`config.mk`:
```
export PLATFORM = sky130hd
export DESIGN_NAME = deconv_frame_sched_flat
export DESIGN_NICKNAME = d
export VERILOG_FILES = /design/src/rtl/deconv_frame_sched_pkg.sv /design/src/rtl/deconv_frame_sched_if.sv /design/src/rtl/deconv_frame_sched_credit_counter.sv /design/src/rtl/deconv_frame_sched.sv /design/src/flat_wrapper.sv
export SDC_FILE = /design/constraint.sdc
export NUM_CORES = 1
export LEC_CHECK = 0
export BUFFER_PORTS_ARGS = -buffer_cell sky130_fd_sc_hd__buf_2
export CORE_ASPECT_RATIO = 1.25
export CORE_MARGIN = 3
export CORE_UTILIZATION = 49
export DETAILED_ROUTE_END_ITERATION = 12
export PLACE_DENSITY_LB_ADDON = 0.2
export SYNTH_ARGS = -nofsm -noshare
export SYNTH_HDL_FRONTEND = slang
export SYNTH_SLANG_ARGS = --single-unit
```
`constraint.sdc`:
```
create_clock -name clk -period 1.9 [get_ports clk]
set_input_delay 0.19 -clock clk [delete_from_list [all_inputs] [get_ports clk]]
set_output_delay 0.19 -clock clk [all_outputs]
set_load 0.01 [all_outputs]
```
`src/rtl/deconv_frame_sched_pkg.sv`:
```
// Shared types and helpers for the deconvolution frame admission scheduler.
package deconv_sched_pkg;

  typedef enum logic [1:0] {
    IDLE = 2'd0,
    PASS = 2'd1,
    DROP = 2'd2
  } sched_state_t;

  localparam int unsigned INFLIGHT_W = 4;

  // Bits needed to hold a watchdog count of timeout_cycles.
  function automatic int unsigned wdt_width(input int unsigned timeout_cycles);
    return $clog2(64'(timeout_cycles) + 64'd1);
  endfunction

endpackage

```
`src/rtl/deconv_frame_sched_if.sv`:
```
// Upstream stream, chain-facing stream, chain feedback and status of the scheduler.
interface deconv_frame_sched_if #(
  parameter int unsigned DATA_WIDTH = 8,
  parameter int unsigned CNT_WIDTH  = 16
);
  logic                                   enable_i;
  logic                                   clr_i;
  logic [DATA_WIDTH-1:0]                  data_i;
  logic                                   data_valid_i;
  logic                                   sof_i;
  logic                                   eof_i;
  logic                                   sop_i;
  logic                                   eop_i;
  logic [DATA_WIDTH-1:0]                  data_o;
  logic                                   data_valid_o;
  logic                                   sof_o;
  logic                                   eof_o;
  logic                                   sop_o;
  logic                                   eop_o;
  logic                                   pipe_valid_i;
  logic                                   pipe_eof_i;
  logic [deconv_sched_pkg::INFLIGHT_W-1:0] inflight_o;
  logic                                   busy_o;
  logic [CNT_WIDTH-1:0]                   admit_cnt_o;
  logic [CNT_WIDTH-1:0]                   drop_cnt_o;
  logic                                   err_o;
  logic                                   timeout_o;

  modport master (
    output enable_i, clr_i, data_i, data_valid_i, sof_i, eof_i, sop_i, eop_i,
    output pipe_valid_i, pipe_eof_i,
    input  data_o, data_valid_o, sof_o, eof_o, sop_o, eop_o,
    input  inflight_o, busy_o, admit_cnt_o, drop_cnt_o, err_o, timeout_o
  );

  modport slave (
    input  enable_i, clr_i, data_i, data_valid_i, sof_i, eof_i, sop_i, eop_i,
    input  pipe_valid_i, pipe_eof_i,
    output data_o, data_valid_o, sof_o, eof_o, sop_o, eop_o,
    output inflight_o, busy_o, admit_cnt_o, drop_cnt_o, err_o, timeout_o
  );
endinterface

```
`src/rtl/deconv_frame_sched_credit_counter.sv`:
```
// Frames-in-flight credit counter: bounded up/down count with force-zero and underflow flag.
module credit_counter
  import deconv_sched_pkg::*;
#(
  parameter int unsigned MAX_COUNT = 1
) (
  input  logic                  clk,
  input  logic                  reset_n,
  input  logic                  i_inc,
  input  logic                  i_dec,
  input  logic                  i_force_zero,
  output logic [INFLIGHT_W-1:0] o_count,
  output logic                  o_nonzero,
  output logic                  o_underflow_c
);

  logic [INFLIGHT_W-1:0] r_count;
  logic                  r_nonzero;
  logic [INFLIGHT_W-1:0] w_count_nxt;
  logic                  w_inc_ok;
  logic                  w_dec_ok;

  // A return against an empty count is an error and leaves the count alone.
  always_comb begin
    w_inc_ok    = i_inc && (r_count < INFLIGHT_W'(MAX_COUNT));
    w_dec_ok    = i_dec && (r_count != '0);
    w_count_nxt = r_count;
    if (i_force_zero) begin
      w_count_nxt = '0;
    end else if (w_inc_ok && !w_dec_ok) begin
      w_count_nxt = r_count + INFLIGHT_W'(1);
    end else if (w_dec_ok && !w_inc_ok) begin
      w_count_nxt = r_count - INFLIGHT_W'(1);
    end
  end

  always_ff @(posedge clk) begin
    if (!reset_n) begin
      r_count   <= '0;
      r_nonzero <= 1'b0;
    end else begin
      r_count   <= w_count_nxt;
      r_nonzero <= (w_count_nxt != '0);
    end
  end

  assign o_count       = r_count;
  assign o_nonzero     = r_nonzero;
  assign o_underflow_c = i_dec && (r_count == '0);

endmodule

```
`src/rtl/deconv_frame_sched.sv`:
```
// Whole-frame admission scheduler in front of a chain without backpressure;
// drops rejected frames whole, returns credits from the chain output, watchdog recovery.
module deconv_frame_sched
  import deconv_sched_pkg::*;
#(
  parameter int unsigned DATA_WIDTH     = 8,
  parameter int unsigned MAX_INFLIGHT   = 1,
  parameter int unsigned TIMEOUT_CYCLES = 65535,
  parameter int unsigned CNT_WIDTH      = 16
) (
  input logic                 clk,
  input logic                 reset_n,
  deconv_frame_sched_if.slave bus
);

  localparam int unsigned WDT_RAW  = wdt_width(TIMEOUT_CYCLES);
  localparam int unsigned WDT_W    = (WDT_RAW == 0) ? 1 : WDT_RAW;
  localparam int unsigned WDT_LAST = (TIMEOUT_CYCLES == 0) ? 0 : TIMEOUT_CYCLES - 1;
  localparam logic        WDT_EN   = (TIMEOUT_CYCLES != 0);

  sched_state_t          r_state, w_state_nxt;
  logic                  w_fwd, w_admit, w_drop, w_frame_err;
  logic                  w_ret, w_fire, w_underflow, w_nonzero;
  logic [INFLIGHT_W-1:0] w_inflight;
  logic [WDT_W-1:0]      r_wdt;
  logic [DATA_WIDTH-1:0] r_data_o;
  logic                  r_valid_o, r_sof_o, r_eof_o, r_sop_o, r_eop_o;
  logic [CNT_WIDTH-1:0]  r_admit_cnt, r_drop_cnt;
  logic                  r_err, r_timeout;

  assign w_ret = bus.pipe_valid_i && bus.pipe_eof_i;

  always_ff @(posedge clk) begin
    if (!reset_n) r_state <= IDLE;
    else          r_state <= w_state_nxt;
  end

  // Admission is decided from the registered credit count, so a same-cycle return does not help.
  always_comb begin
    w_state_nxt = r_state;
    w_fwd       = 1'b0;
    w_admit     = 1'b0;
    w_drop      = 1'b0;
    w_frame_err = 1'b0;
    if (bus.data_valid_i) begin
      case (r_state)
        IDLE: begin
          if (bus.sof_i) begin
            if (bus.enable_i && (w_inflight < INFLIGHT_W'(MAX_INFLIGHT))) begin
              w_fwd       = 1'b1;
              w_admit     = 1'b1;
              w_state_nxt = bus.eof_i ? IDLE : PASS;
            end else begin
              w_drop      = 1'b1;
              w_state_nxt = bus.eof_i ? IDLE : DROP;
            end
          end else begin
            w_frame_err = 1'b1;
          end
        end
        PASS: begin
          w_fwd       = 1'b1;
          w_frame_err = bus.sof_i;
          if (bus.eof_i) w_state_nxt = IDLE;
        end
        DROP: begin
          if (bus.eof_i) w_state_nxt = IDLE;
        end
        default: w_state_nxt = IDLE;
      endcase
    end
  end

  credit_counter #(.MAX_COUNT(MAX_INFLIGHT)) u_credit (
    .clk          (clk),
    .reset_n      (reset_n),
    .i_inc        (w_admit),
    .i_dec        (w_ret),
    .i_force_zero (w_fire),
    .o_count      (w_inflight),
    .o_nonzero    (w_nonzero),
    .o_underflow_c(w_underflow)
  );

  // Watchdog: counts idle chain-output cycles while frames are in flight.
  assign w_fire = WDT_EN && (w_inflight != '0) && !bus.pipe_valid_i &&
                  (r_wdt == WDT_W'(WDT_LAST));

  always_ff @(posedge clk) begin
    if (!reset_n) begin
      r_wdt <= '0;
    end else if (bus.pipe_valid_i || (w_inflight == '0) || w_fire) begin
      r_wdt <= '0;
    end else begin
      r_wdt <= r_wdt + WDT_W'(1);
    end
  end

  always_ff @(posedge clk) begin
    if (!reset_n) begin
      r_data_o  <= '0;
      r_valid_o <= 1'b0;
      r_sof_o   <= 1'b0;
      r_eof_o   <= 1'b0;
      r_sop_o   <= 1'b0;
      r_eop_o   <= 1'b0;
    end else begin
      r_valid_o <= w_fwd;
      r_sof_o   <= w_fwd && bus.sof_i;
      r_eof_o   <= w_fwd && bus.eof_i;
      r_sop_o   <= w_fwd && bus.sop_i;
      r_eop_o   <= w_fwd && bus.eop_i;
      if (w_fwd) r_data_o <= bus.data_i;
    end
  end

  // Clear wins over any same-cycle set or increment.
  always_ff @(posedge clk) begin
    if (!reset_n) begin
      r_admit_cnt <= '0;
      r_drop_cnt  <= '0;
      r_err       <= 1'b0;
      r_timeout   <= 1'b0;
    end else if (bus.clr_i) begin
      r_admit_cnt <= '0;
      r_drop_cnt  <= '0;
      r_err       <= 1'b0;
      r_timeout   <= 1'b0;
    end else begin
      if (w_admit && (r_admit_cnt != '1)) r_admit_cnt <= r_admit_cnt + CNT_WIDTH'(1);
      if (w_drop && (r_drop_cnt != '1))   r_drop_cnt  <= r_drop_cnt + CNT_WIDTH'(1);
      if (w_frame_err || w_underflow)     r_err       <= 1'b1;
      if (w_fire)                         r_timeout   <= 1'b1;
    end
  end

  assign bus.data_o       = r_data_o;
  assign bus.data_valid_o = r_valid_o;
  assign bus.sof_o        = r_sof_o;
  assign bus.eof_o        = r_eof_o;
  assign bus.sop_o        = r_sop_o;
  assign bus.eop_o        = r_eop_o;
  assign bus.inflight_o   = w_inflight;
  assign bus.busy_o       = w_nonzero;
  assign bus.admit_cnt_o  = r_admit_cnt;
  assign bus.drop_cnt_o   = r_drop_cnt;
  assign bus.err_o        = r_err;
  assign bus.timeout_o    = r_timeout;

endmodule
```
`src/flat_wrapper.sv`:
```
// flat-port wrapper written by rule: the top's interface ports become plain ports
module deconv_frame_sched_flat import deconv_sched_pkg::*;
#(
  parameter int unsigned DATA_WIDTH     = 8,
  parameter int unsigned MAX_INFLIGHT   = 1,
  parameter int unsigned TIMEOUT_CYCLES = 65535,
  parameter int unsigned CNT_WIDTH      = 16
)
  (clk, reset_n, bus_enable_i, bus_clr_i, bus_data_i, bus_data_valid_i, bus_sof_i, bus_eof_i, bus_sop_i, bus_eop_i, bus_pipe_valid_i, bus_pipe_eof_i, bus_data_o, bus_data_valid_o, bus_sof_o, bus_eof_o, bus_sop_o, bus_eop_o, bus_inflight_o, bus_busy_o, bus_admit_cnt_o, bus_drop_cnt_o, bus_err_o, bus_timeout_o);
  deconv_frame_sched_if #(.DATA_WIDTH(DATA_WIDTH), .CNT_WIDTH(CNT_WIDTH)) bus_i ();
  input logic clk;
  input logic reset_n;
  input wire logic [$bits(bus_i.enable_i)-1:0] bus_enable_i;
  input wire logic [$bits(bus_i.clr_i)-1:0] bus_clr_i;
  input wire logic [$bits(bus_i.data_i)-1:0] bus_data_i;
  input wire logic [$bits(bus_i.data_valid_i)-1:0] bus_data_valid_i;
  input wire logic [$bits(bus_i.sof_i)-1:0] bus_sof_i;
  input wire logic [$bits(bus_i.eof_i)-1:0] bus_eof_i;
  input wire logic [$bits(bus_i.sop_i)-1:0] bus_sop_i;
  input wire logic [$bits(bus_i.eop_i)-1:0] bus_eop_i;
  input wire logic [$bits(bus_i.pipe_valid_i)-1:0] bus_pipe_valid_i;
  input wire logic [$bits(bus_i.pipe_eof_i)-1:0] bus_pipe_eof_i;
  output wire logic [$bits(bus_i.data_o)-1:0] bus_data_o;
  output wire logic [$bits(bus_i.data_valid_o)-1:0] bus_data_valid_o;
  output wire logic [$bits(bus_i.sof_o)-1:0] bus_sof_o;
  output wire logic [$bits(bus_i.eof_o)-1:0] bus_eof_o;
  output wire logic [$bits(bus_i.sop_o)-1:0] bus_sop_o;
  output wire logic [$bits(bus_i.eop_o)-1:0] bus_eop_o;
  output wire logic [$bits(bus_i.inflight_o)-1:0] bus_inflight_o;
  output wire logic [$bits(bus_i.busy_o)-1:0] bus_busy_o;
  output wire logic [$bits(bus_i.admit_cnt_o)-1:0] bus_admit_cnt_o;
  output wire logic [$bits(bus_i.drop_cnt_o)-1:0] bus_drop_cnt_o;
  output wire logic [$bits(bus_i.err_o)-1:0] bus_err_o;
  output wire logic [$bits(bus_i.timeout_o)-1:0] bus_timeout_o;
  assign bus_i.enable_i = bus_enable_i;
  assign bus_i.clr_i = bus_clr_i;
  assign bus_i.data_i = bus_data_i;
  assign bus_i.data_valid_i = bus_data_valid_i;
  assign bus_i.sof_i = bus_sof_i;
  assign bus_i.eof_i = bus_eof_i;
  assign bus_i.sop_i = bus_sop_i;
  assign bus_i.eop_i = bus_eop_i;
  assign bus_i.pipe_valid_i = bus_pipe_valid_i;
  assign bus_i.pipe_eof_i = bus_pipe_eof_i;
  assign bus_data_o = bus_i.data_o;
  assign bus_data_valid_o = bus_i.data_valid_o;
  assign bus_sof_o = bus_i.sof_o;
  assign bus_eof_o = bus_i.eof_o;
  assign bus_sop_o = bus_i.sop_o;
  assign bus_eop_o = bus_i.eop_o;
  assign bus_inflight_o = bus_i.inflight_o;
  assign bus_busy_o = bus_i.busy_o;
  assign bus_admit_cnt_o = bus_i.admit_cnt_o;
  assign bus_drop_cnt_o = bus_i.drop_cnt_o;
  assign bus_err_o = bus_i.err_o;
  assign bus_timeout_o = bus_i.timeout_o;
  deconv_frame_sched #(.DATA_WIDTH(DATA_WIDTH), .MAX_INFLIGHT(MAX_INFLIGHT), .TIMEOUT_CYCLES(TIMEOUT_CYCLES), .CNT_WIDTH(CNT_WIDTH)) u_core (.clk(clk), .reset_n(reset_n), .bus(bus_i));
endmodule
```
Word level (Yosys, flattened, before mapping)
Index checks and enable logic that the tools add are counted.
{"block": "word_totals", "ff_bits": 70, "latchBits": 0, "ram_bits": 0, "mem_bits_ro": 0, "inputBits": 19, "output_inout_bits": 52, "word_cells": 79, "memories": 0}
{"block": "classes", "add_sub_neg": 5, "n_mul": 0, "div_mod_pow": 0, "n_lt_le_gt_ge": 1, "n_eq_ne": 7, "shifts": 0, "n_mux": 22, "n_bitwise": 1, "n_reduce_logical": 29}
{"op": "adder 16 x 1 -> 16 bit (second input constant)", "n": 3}
{"op": "!= test 16 bit (second input constant)", "n": 2}
{"op": "== test 16 bit (second input constant)", "n": 1}
{"op": "logical AND 1 bit", "n": 15}
{"op": "two-way mux 1 bit", "n": 12}
{"op": "two-way mux 4 bit", "n": 3}
{"op": "two-way mux 2 bit", "n": 4}
{"op": "nonzero test 4 bit", "n": 2}
{"op": "OR reduction 2 bit", "n": 3}
{"op": "adder 4 x 1 -> 4 bit (second input constant)", "n": 1}
{"op": "logical NOT 4 bit", "n": 1}
{"op": "less-than comparator 4 x 1 -> 1 bit (second input constant)", "n": 1}
{"op": "case mux 1 bit (2 select lines)", "n": 2}
{"op": "case mux 2 bit (2 select lines)", "n": 1}
{"op": "subtractor 4 x 1 -> 4 bit (second input constant)", "n": 1}
{"op": "logical NOT 1 bit", "n": 3}
{"op": "logical OR 1 bit", "n": 3}
{"op": "AND reduction 3 bit", "n": 1}
{"op": "== test 2 x 1 -> 1 bit (second input constant)", "n": 1}
{"op": "== test 2 bit (second input constant)", "n": 1}
{"op": "logical NOT 2 bit", "n": 1}
{"op": "!= test 2 x 1 -> 1 bit (second input constant)", "n": 1}
{"op": "!= test 2 bit (second input constant)", "n": 1}
{"op": "NOT 1 bit", "n": 1}

Longest topological paths before layout
{"block": "logic_depth", "depth_word": 13, "ltp_mapped": 9, "mapped_depth_nobuf": 7}

Cells and area by module
Synthesis repeated with hierarchy kept, for this count alone.
{"block": "hier_totals", "hier_cells": 377, "area_unflattened_um2": 3372.0}
{"module": "deconv_frame_sched", "instances": 1, "cells_each": 346, "area_each_um2": 3072.9, "seq_area_each_um2": 1301.2}
{"module": "credit_counter", "instances": 1, "cells_each": 31, "area_each_um2": 299.0, "seq_area_each_um2": 100.1}

Least setup slack after synthesis
No wires, ideal clock.
{"block": "synth_timing", "path_type": "flip-flop to flip-flop", "startpoint": "register u_core.u_credit.r_count[0] (netlist: u_core.u_credit.o_count[0])", "endpoint": "register u_core.u_credit.r_nonzero (netlist: u_core.u_credit.o_nonzero)", "setup_ns": 0.140, "arrival_time_ns": 1.793, "required_time_ns": 1.760, "path_slack_ns": -0.033, "path_stages_with_launch": 8, "n_path_buf": 0, "synth_period_minus_slack_ns": 1.933, "path_cell_list": "dfxtp_1 > inv_1 > ha_1 > nor3b_2 > or2_2 > maj3_1 > mux2i_1 > a41oi_1"}
{"block": "synth_via", "elab_chain_len": 13, "word_cells_on_any_way": 21, "cone_classes": "add/sub: 2; order compare: 1; mux: 7; reduce/logical: 11"}
{"element": "start: declaration", "line_no": "deconv_frame_sched_credit_counter.sv:17", "source": "logic [INFLIGHT_W-1:0] r_count;"}
{"element": "start signal: assignment", "line_no": "deconv_frame_sched_credit_counter.sv:42", "source": "r_count <= w_count_nxt;"}
{"element": "less-than comparator 4 x 1 -> 1 bit", "line_no": "deconv_frame_sched_credit_counter.sv:25, deconv_frame_sched.sv:49"}
{"element": "logical AND 1 bit", "line_no": "deconv_frame_sched.sv:49", "source": "if (bus.enable_i && (w_inflight < INFLIGHT_W'(MAX_INFLIGHT))) begin"}
{"element": "two-way mux 1 bit", "line_no": "deconv_frame_sched.sv:49"}
{"element": "two-way mux 1 bit", "line_no": "deconv_frame_sched.sv:48", "source": "if (bus.sof_i) begin"}
{"element": "two-way mux 1 bit", "line_no": "deconv_frame_sched.sv:46", "source": "case (r_state)"}
{"element": "two-way mux 1 bit", "line_no": "deconv_frame_sched.sv:45", "source": "if (bus.data_valid_i) begin"}
{"element": "logical AND 1 bit", "line_no": "deconv_frame_sched_credit_counter.sv:25", "source": "w_inc_ok = i_inc && (r_count < INFLIGHT_W'(MAX_COUNT));"}
{"element": "logical NOT 1 bit", "line_no": "deconv_frame_sched_credit_counter.sv:32", "source": "end else if (w_dec_ok && !w_inc_ok) begin"}
{"element": "logical AND 1 bit", "line_no": "deconv_frame_sched_credit_counter.sv:32"}
{"element": "two-way mux 4 bit", "line_no": "deconv_frame_sched_credit_counter.sv:32"}
{"element": "two-way mux 4 bit", "line_no": "deconv_frame_sched_credit_counter.sv:30", "source": "end else if (w_inc_ok && !w_dec_ok) begin"}
{"element": "two-way mux 4 bit *", "line_no": "deconv_frame_sched_credit_counter.sv:28", "source": "if (i_force_zero) begin"}
{"element": "nonzero test 4 bit *", "line_no": "deconv_frame_sched_credit_counter.sv:43", "source": "r_nonzero <= (w_count_nxt != '0);"}
{"element": "end signal: assignment", "line_no": "deconv_frame_sched_credit_counter.sv:43"}
{"element": "end: declaration", "line_no": "deconv_frame_sched_credit_counter.sv:18", "source": "logic r_nonzero;"}
Mark *: on every way between the ends. The rest lies on a longest branch, timed or not.
A chain may end at the register's enable or synchronous reset.

Worst setup path after layout
Same ends and word-level chain as after synthesis.

==> impl_metrics.py <==
metrics = {
    "cts": {
        "cts_tree": "yes",
        "clk_latency_ns": 0.34,
        "htreeDepth": 3,
        "clock_path_buffers": 2,
        "cts_hold_buffers": 0,
        "numCtsBuffers": 9,
        "cts_root_buf": "clkbuf_8",
        "clk_pin_slew_worst_paths_ns": 0.07,
        "cts.sinks": 70,
    },
    "placement": {
        "portBuffers": 70,
        "dp_hpwl_mm": 5.25,
        "dp.cells": 535,
        "place_area_um2": 3840,
        "place.gp.congestion": 0.833,
    },
    "sta": {
        "grt_setup_unrepaired": "true",
        "slew_viol_final": 0,
        "fin_crit_sh_pct": 95.4,
        "max-slew-margin-rel_pct": 69.1,
        "final.min_clock_period_ns": 1.81,
        "fmax_mhz": 552,
        "hold_viol": 0,
        "setup_tns_ns": 0,
        "tightestPinTransition_ns": 0.460,
        "fin_skew_ns": 0.00528,
        "setup_viol": 0,
    },
    "power_and_ir_drop": {
        "power_frac_clock_pct": 26.7,
        "power_frac_comb_pct": 30.0,
        "max-vdd-ir-drop_uv": 483,
        "p_per_area_nw_per_um2": 922,
        "intPower_uw": 2610,
        "power.leakage_uw": 0.00166,
        "switchingPower_uw": 1150,
        "switching_share_pct": 30.5,
        "seqPwrFrac_pct": 43.3,
    },
    "critical_path": {
        "r2r_cells": 7,
        "crit_type": "flop to flop",
        "crit_path_max_fanout": 3,
        "crit_arrival_ns": 2.01,
        "r2r_slack_ns": 0.09,
        "start_kind": "flop",
        "critPathCaptureType": "flop",
        "cp.required_ns": 2.10,
    },
    "grt": {
        "grt_pass1_wl_mm": 12.4,
        "grt_usage_pct": 19.7,
        "grt.overflow.total": 0,
        "grt_pass1_vias": 2781,
        "antenna_found_initial": 0,
        "grt_max_degree": 35,
    },
    "yosys": {
        "synth_edf_count": 0,
        "synth_top_area_share_pct": 42.9,
        "ys_seq_elements": 70,
        "syn-num-nets": 399,
        "ys_warn_count": 0,
        "async_flop_share_pct": 0,
        "syn-cell-area_um2": 3260,
        "ys_seq_area_share_pct": 42.9,
        "synthCells": 371,
        "yosys.area.top_type": "dfxtp_1",
        "synth_ff_type": "dfxtp_1",
        "netlist_top_cells_area": "dfxtp_1 (43%), nor2_1 (6.7%), xor2_1 (6.2%)",
        "avgSynthCellArea_um2": 8.80,
        "synth_cell_types": 43,
    },
    "flow_run": {
        "drv_cap": 0,
    },
    "floorplanning": {
        "io_pins": 71,
        "rows": 32,
        "die_area_um2": 7680,
        "start_util_pct": 51.6,
        "die_y_um": 97.3,
        "fp.coreArea_um2": 6330,
        "die_x_um": 79.0,
    },
    "drt": {
        "via_count": 2885,
        "finalWirelength_mm": 7.34,
        "dr.pass1.iters": 6,
        "drt_iter0_markers": 95,
        "drc": 0,
        "ant_nets": 0,
        "viasPerCell": 5.25,
        "wl_per_cell_um": 13.3,
    },
    "status": {
        "status": "complete, no violations",
    },
    "layout": {
        "area_growth_pct": 24.6,
        "diodes": 0,
        "layout.cells.non_filler": 550,
        "nets": 490,
        "drive_gt1_share_pct": 27.1,
        "fin_area_um2": 4070,
        "n_fill_cell": 580,
    },
    "hold_path": {
        "whs_path_depth": 2,
        "hp-class": "input port to flop",
    },
}
## cell usage in the layout (no fill, tap or decap), types with 3 or more instances in the layout
cell      Yosys  layout
a21boi_0      8       8
nor2_1       58      58
xor2_1       23      23
nand2b_1      4       4
nor3_1        7       7
inv_1        10       8
and2_1        3       3
nand2_1      39      39
a21oi_1       6       6
mux2i_1       6       6
buf_2         1      70
ha_1          9       7
and3_1       16      15
o211ai_1      6       6
buf_4         2      19
xnor2_1      21      21
nand3_1      21      21
a211oi_1      5       4
dfxtp_1      70      68
and4_1        8       8
clkbuf_8      0      10
o21ai_0       4       4
nand4_1       8       8
## power groups by stage
stage | Clock, uW | Combinational, uW | Sequential [uW]
6_report | 1000 | 1120 | 1630
5_1_grt | 1090 | 1240 | 1640
4_1_cts | 1030 | 976 | 1620
3_5_place_dp | 0 | 969 | 1650
3_3_place_gp | 0 | 946 | 1650
2_1_floorplan | 0 | 545 | 1690
## layout make-up
cell class	count	area, um^2	share of cell area (%)
multi-input combinational	280	1840	45.2
sequential	70	1400	34.5
timing repair buffer	91	524	12.9
clock buffer	12	145	3.57
tap	85	106	2.61
inverter	10	37.5	0.923
clock inverter	2	10.0	0.246
## path summary, 6_finish.rpt
kind,from,end
worst max register to register,u_core.u_credit.o_count[0],u_core.u_credit.o_nonzero
worst max-delay path,u_core.u_credit.o_count[0],u_core.u_credit.o_nonzero
worst min-delay path,bus_eop_i,u_core.bus.eop_o
worst min register to register,u_core.bus.timeout_o,u_core.bus.timeout_o
## registers in the layout, indices dropped and copies added (netlist names)
name,count
u_core.bus.admit_cnt_o,16
u_core.bus.drop_cnt_o,16
u_core.r_wdt,16
u_core.bus.data_o,8
u_core.u_credit.o_count,4
u_core.r_state,2
u_core.bus.data_valid_o,1
u_core.bus.eof_o,1
u_core.bus.eop_o,1
u_core.bus.err_o,1
u_core.bus.sof_o,1
u_core.bus.sop_o,1
u_core.bus.timeout_o,1
u_core.u_credit.o_nonzero,1
## synthesized netlist by cell type (all sizes together) (8+ instances only)
cell type,instances
inv,10
ha,9
a21boi,8
nor2,58
nand3,21
and3,16
clkbuf,8
nand4,10
xor2,23
nor3,9
xnor2,21
and4,9
nand2,39
dfxtp,70
## worst max-delay path, cell delays in order (launching register included)
cell and delay [ns]:
dfxtp_2 0.33, inv_2 0.05, ha_2 0.18, nor3b_4 0.16, or2_4 0.26, maj3_1 0.35, mux2i_1 0.21, a41oi_1 0.13
## through the flow
stage	power [uW]	util, %	setup WS (ns)	hold WS, ns
2_1_floorplan	2230	-	0.0334	0.326
3_3_place_gp	2590	60.6	0.0614	0.425
3_5_place_dp	2620	60.6	-0.00776	0.426
4_1_cts	3620	63.2	0.00516	0.0748
5_1_grt	3960	64.3	-0.0258	0.0771
6_report	3750	64.3	0.0874	0.0816
## kinds of logic after synthesis
kind of cell	count (synthesis)	share of synthesized area [%]
xor gates and xnor gates	44	11.8
and+or+nand+nor	183	29.0
muxes	6	1.84
buffers and inverters	21	2.68
AOI/OAI and AO/OA	36	7.67
adders and majority gates	11	4.06
DFF	70	42.9
## layer usage
metal	track usage [%]	vias to the layer above	part of all wire [%]
met1	22.9	1350	42
met3	5.75	12	4.7
li1	-	1461	-
met2	34.2	62	52
met4	5.95	0	1.4
met5	0	-	0
## repair_timing
| action | CTS | global route |
|---|---|---|
| gates resized for setup | 1 | 14 |
| setup endpoints to repair | 2 | 28 |
| pin swaps | 1 | 1 |
| setup buffers | 0 | 1 |
Power figures use the tool's default switching activity.
